===== src/rtl/writeback_stage.sv =====
// Writeback stage: owns the architectural integer register file, retires one
// instruction per cycle, emits a registered difftest commit record and halts on HALT_INST.
module writeback_stage #(
   parameter int          XLEN      = 64,
   parameter logic [31:0] HALT_INST = 32'h0000006b
) (
   input  logic            clk,
   input  logic            rst,
   input  logic            in_valid,
   output logic            in_ready,
   input  logic [31:0]     in_inst,
   input  logic [XLEN-1:0] in_pc,
   input  logic [XLEN-1:0] in_value,
   input  logic            in_wen,
   input  logic            in_skip,
   input  logic [4:0]      rs1_addr,
   output logic [XLEN-1:0] rs1_data,
   input  logic [4:0]      rs2_addr,
   output logic [XLEN-1:0] rs2_data,
   output logic            commit_valid,
   output logic [XLEN-1:0] commit_pc,
   output logic [31:0]     commit_inst,
   output logic            commit_wen,
   output logic [4:0]      commit_wdest,
   output logic [XLEN-1:0] commit_wdata,
   output logic            commit_skip,
   output logic [63:0]     retired,
   output logic            halted,
   output logic [XLEN-1:0] halt_code
);

   // Handshake: a transfer happens on a rising edge where in_valid && in_ready.
   // in_valid without in_ready has no effect; upstream holds its request.
   // in_ready depends only on state, never on in_valid.

   typedef enum logic {
      RUN    = 1'b0,
      HALTED = 1'b1
   } state_t;

   state_t state_q;
   state_t state_d;

   logic [XLEN-1:0] regfile [32];

   logic       accept;
   logic [4:0] rd;
   logic       rd_write;
   logic       is_halt;

   assign rd       = in_inst[11:7];
   assign accept   = in_valid && in_ready;
   assign rd_write = accept && in_wen && (rd != 5'd0);
   assign is_halt  = (in_inst == HALT_INST);

   // FSM state register
   always_ff @(posedge clk or negedge rst) begin
      if (!rst) begin
         state_q <= RUN;
      end else begin
         state_q <= state_d;
      end
   end

   // FSM next state and state-derived outputs; halted doubles as the state view
   always_comb begin
      state_d  = state_q;
      in_ready = 1'b0;
      halted   = 1'b0;
      case (state_q)
         RUN: begin
            in_ready = 1'b1;
            if (in_valid && is_halt) begin
               state_d = HALTED;
            end
         end
         HALTED: begin
            halted = 1'b1;
         end
         default: begin
            state_d = RUN;
         end
      endcase
   end

   // Register file; x0 is never written so it always holds zero
   always_ff @(posedge clk or negedge rst) begin
      if (!rst) begin
         for (int i = 0; i < 32; i++) begin
            regfile[i] <= '0;
         end
      end else if (rd_write) begin
         regfile[rd] <= in_value;
      end
   end

   // Read ports with same-cycle write bypass
   always_comb begin
      rs1_data = regfile[rs1_addr];
      if (rs1_addr == 5'd0) begin
         rs1_data = '0;
      end else if (rd_write && (rd == rs1_addr)) begin
         rs1_data = in_value;
      end
   end

   always_comb begin
      rs2_data = regfile[rs2_addr];
      if (rs2_addr == 5'd0) begin
         rs2_data = '0;
      end else if (rd_write && (rd == rs2_addr)) begin
         rs2_data = in_value;
      end
   end

   // Commit record: payload fields hold their last value between pulses
   always_ff @(posedge clk or negedge rst) begin
      if (!rst) begin
         commit_valid <= 1'b0;
         commit_pc    <= '0;
         commit_inst  <= '0;
         commit_wen   <= 1'b0;
         commit_wdest <= '0;
         commit_wdata <= '0;
         commit_skip  <= 1'b0;
      end else begin
         commit_valid <= accept;
         if (accept) begin
            commit_pc    <= in_pc;
            commit_inst  <= in_inst;
            commit_wen   <= in_wen && (rd != 5'd0);
            commit_wdest <= rd;
            commit_wdata <= in_value;
            commit_skip  <= in_skip;
         end
      end
   end

   // Retired counter wraps naturally at 2^64
   always_ff @(posedge clk or negedge rst) begin
      if (!rst) begin
         retired <= '0;
      end else if (accept) begin
         retired <= retired + 64'd1;
      end
   end

   // Exit code sees x10 as written by the halt instruction itself, if it does
   always_ff @(posedge clk or negedge rst) begin
      if (!rst) begin
         halt_code <= '0;
      end else if (accept && is_halt) begin
         halt_code <= (rd_write && (rd == 5'd10)) ? in_value : regfile[10];
      end
   end

endmodule

===== config.mk =====
export PLATFORM = sky130hd
export DESIGN_NAME = writeback_stage
export DESIGN_NICKNAME = d
export VERILOG_FILES = /design/src/rtl/writeback_stage.sv
export SDC_FILE = /design/constraint.sdc
export NUM_CORES = 2
export LEC_CHECK = 0
export ABC_AREA = 0
export CAP_MARGIN = 20
export CORE_MARGIN = 3
export CORE_UTILIZATION = 45
export DETAILED_ROUTE_END_ITERATION = 6
export GPL_ROUTABILITY_DRIVEN = 0
export PLACE_DENSITY = 0.72
export SLEW_MARGIN = 20
export SYNTH_ARGS = -nofsm -noshare
export SYNTH_HDL_FRONTEND = slang
export SYNTH_SLANG_ARGS = --single-unit

===== constraint.sdc =====
create_clock -name clk -period 3.12 [get_ports clk]
set_input_delay 0.624 -clock clk [delete_from_list [all_inputs] [get_ports clk]]
set_output_delay 0.624 -clock clk [all_outputs]
set_load 0.01 [all_outputs]

==> out/metrics.cfg <==
[job]
cap_violations = 0

[setup_path]
startpoint_type = register
setup.worst_path.start = state_q$_DFF_PN0_
path_cells = nand3b_1, buf_6, a21oi_4, buf_6, nand3_4, buf_6, nand2_4, buf_12, buf_12, o22ai_4, nor2_1, buf_2
max_stage_delay_ns = 0.38
r2r_start = state_q$_DFF_PN0_
cp_max_fo = 4
rr_worst_depth = 9
crit_family = buffers and inverters
required_ns = 2.50
critical_path_buf_inv_count = 6
cp_slowest_cell = dfrtp_1
cp.depth = 12
worstSetupEndpointType = output pin
criticalPathCategory = register to output pin
timing.critical_path.mode_cell = buf_6
arrival_ns = 3.10

[floorplanning]
die_h_um = 523
io_pins = 601
rows = 189
die_area_mm2 = 0.273
core_region_area_mm2 = 0.266
start_util_pct = 45.3
die_width_um = 523

[timing]
finalWorstSetupSlack_ns = -0.601
period_minus_slack_ns = 3.72
fin_crit_sh_pct = 119
timing.final.hold_violations = 0
rsz0062_at_grt = yes
drv_slew = 0
relSlewSlack_pct = 29.0
worst_pin_slew_ns = 1.07
whs_ns = 0.290
finClkSkew_ns = 0.0714
max_freq_mhz = 269
setup_viol = 128

[power_and_ir_drop]
p_per_area_mw_per_mm2 = 454
ir_worst_vdd_mv = 0.451
p_leak_nw = 72.6

[clock_network]
h-tree-depth = 5
path_clk_slew_ns = 0.06
cts_buffers = 270
cts_tree = yes
clock_sinks = 2340
clockBufferDepth = 4
clock_latency_ns = 0.91
root_buffer = clkbuf_16

[logic_synthesis]
yosysSeqAreaShare_pct = 48.7
synth_async_sr_flop_share_pct = 100
synth_edf_count = 0
synth_seq_cells = 2340
synth.cell_area_mm2 = 0.120
ys.flop_type = dfrtp_1
synthCells = 8685
syn_nets = 8861
yosysWarningCount = 0
synthDistinctLibCells = 70
avgSynthCellArea_um2 = 13.8

[global_route]
grt_max_degree = 152
first_global_vias = 94300
overflow = 0
grt_usage_pct = 34.6
antenna_found_initial = 31
grt_pass1_wl_um = 684000

[final_layout]
final_common_cell = dfrtp_1
seqCellArea_mm2 = 0.0586
fill_cells = 19900
area_growth_pct = 28.6
layout.nets = 10200
final_cell_mix = 2339 x dfrtp_1, 2050 x mux2_2, 899 x buf_4
final_area_mm2 = 0.155
multi_input_area_mm2 = 0.0600
drive_gt1_share_pct = 51.6

[detailed_routing]
vias = 92400
avgViaCountPerCell = 6.69
finalWirelength_um = 483000
drc = 5
drtIter0Drc = 11700
ant_nets = 0
dr.pass1.iters = 7
post_drt_wl_per_cell_um = 35.0

[worst_hold_path]
hold_class = primary input to asynchronous set/reset pin

[placed_design]
placement.io_buffers = 600
dp_hpwl_um = 327000
post_dp_cell_area_mm2 = 0.142

[run_status]
status = complete, but fails checks
violations = DRC, setup timing

## kinds of logic after synthesis
logic type | count (synthesis) | synth area share, %
compound gates | 923 | 5.06
mux | 3223 | 38.1
simple gates | 1168 | 4.24
fa+ha+maj | 1 | 0.0104
buf+inv | 957 | 3.37
xor+xnor | 73 | 0.532
flops | 2340 | 48.7
## power by group
part	switching (mW)	internal [mW]	total (mW)	leakage, nW
Sequential	0.139	30.5	30.7	32.5
Combinational	4.30	2.85	7.15	35.8
Clock	13.3	18.9	32.3	4.33
## through the flow
step / power (mW) / TNS, ns / utilization (%) / setup slack (ns) / instances
after floorplan: 33.7 / 0 / - / 0.00194 / 8685
after global placement: 37.8 / -136.68 / 53.4 / -1.64 / 13200
after detailed placement: 37.9 / -139.05 / 53.4 / -1.61 / 13200
after CTS: 70.1 / -48.45 / 57.9 / -0.549 / 13800
after global routing: 71.8 / -66.33 / 58.2 / -0.672 / 13800
final: 70.1 / -55.04 / 58.2 / -0.601 / 13800
## sequential cells by signal, indices dropped and copies added (netlist names)
name / count
regfile: 2048
commit_skip: 1
commit_inst: 32
state_q: 1
commit_wen: 1
retired: 64
commit_pc: 64
commit_wdata: 64
halt_code: 64
commit_valid: 1
## Yosys cell counts, drive strengths merged, types with 4 or more instances
cell type	n	share of area (%)
nor2	252	0.79
nand3b	4	0.025
o211ai	32	0.20
nor2b	18	0.094
inv	16	0.050
dfrtp	2340	49
mux4	874	16
nor4	50	0.32
buf	418	1.7
o221ai	18	0.13
a31oi	34	0.18
and4	11	0.080
o22ai	173	0.90
nand2	653	2.0
nor3	47	0.20
nand4	23	0.12
and3	9	0.047
xor2	35	0.25
o211a	4	0.033
a22o	49	0.36
mux2	2061	19
and2	14	0.073
nor3b	8	0.054
o2111ai	5	0.036
xnor2	38	0.28
clkbuf	522	1.6
nand2b	8	0.042
a221o	31	0.26
a221oi	27	0.20
a211oi	14	0.087
a2111oi	8	0.058
a21oi	161	0.67
o22a	10	0.073
a22oi	163	1.0
nand3	44	0.18
or3b	5	0.036
or2	10	0.052
mux2i	288	2.4
o21ai	177	0.74
## final timing paths
kind                                             end  slack [ns]
max in group asynchronous   regfile[556]$_DFFE_PN0P_        1.57
min in group clk           commit_pc[33]$_DFFE_PN0N_        0.29
hold reg to reg            regfile[2023]$_DFFE_PN0P_        0.40
setup reg to reg           halt_code[30]$_DFFE_PN0P_        0.19
setup / recovery                        rs1_data[24]       -0.60
hold / removal             regfile[1285]$_DFFE_PN0P_        0.29
## cell type report
| type | instances | area share (%) |
|---|---|---|
| Multi-Input combinational cell | 5388 | 38.8 |
| Sequential cell | 2340 | 37.9 |
| Timing Repair Buffer | 2025 | 14.6 |
| Clock buffer | 393 | 5.10 |
| Tap cell | 3533 | 2.86 |
| Clock inverter | 74 | 0.608 |
| Antenna cell | 33 | 0.0534 |
| Inverter | 17 | 0.0486 |
## metal layers
metal	up-vias	wire length (µm)	GRT usage [%]
met2	7020	210000	50.4
met4	12	39800	24.3
li1	35600	-	-
met1	48000	172000	43.1
met5	-	393	0.797
met3	1810	61200	12.2
## what timing repair did
item,CTS,global route
hold buffers,1,0
setup endpoints to repair,128,128
buffers inserted,104,31
gates cloned,16,2
pin swaps,84,61
hold endpoints to repair,162,0
resized for setup,1085,171
## worst register-to-register path, stage by stage (launching register included)
cell	delay (ns)
dfrtp_1	0.38
nand3b_1	0.17
buf_6	0.16
buf_4	0.16
or3b_1	0.44
nor2_4	0.23
buf_12	0.28
buf_12	0.24
mux2_2	0.45
mux2_2	0.28
(Power assumes the default switching activity.)
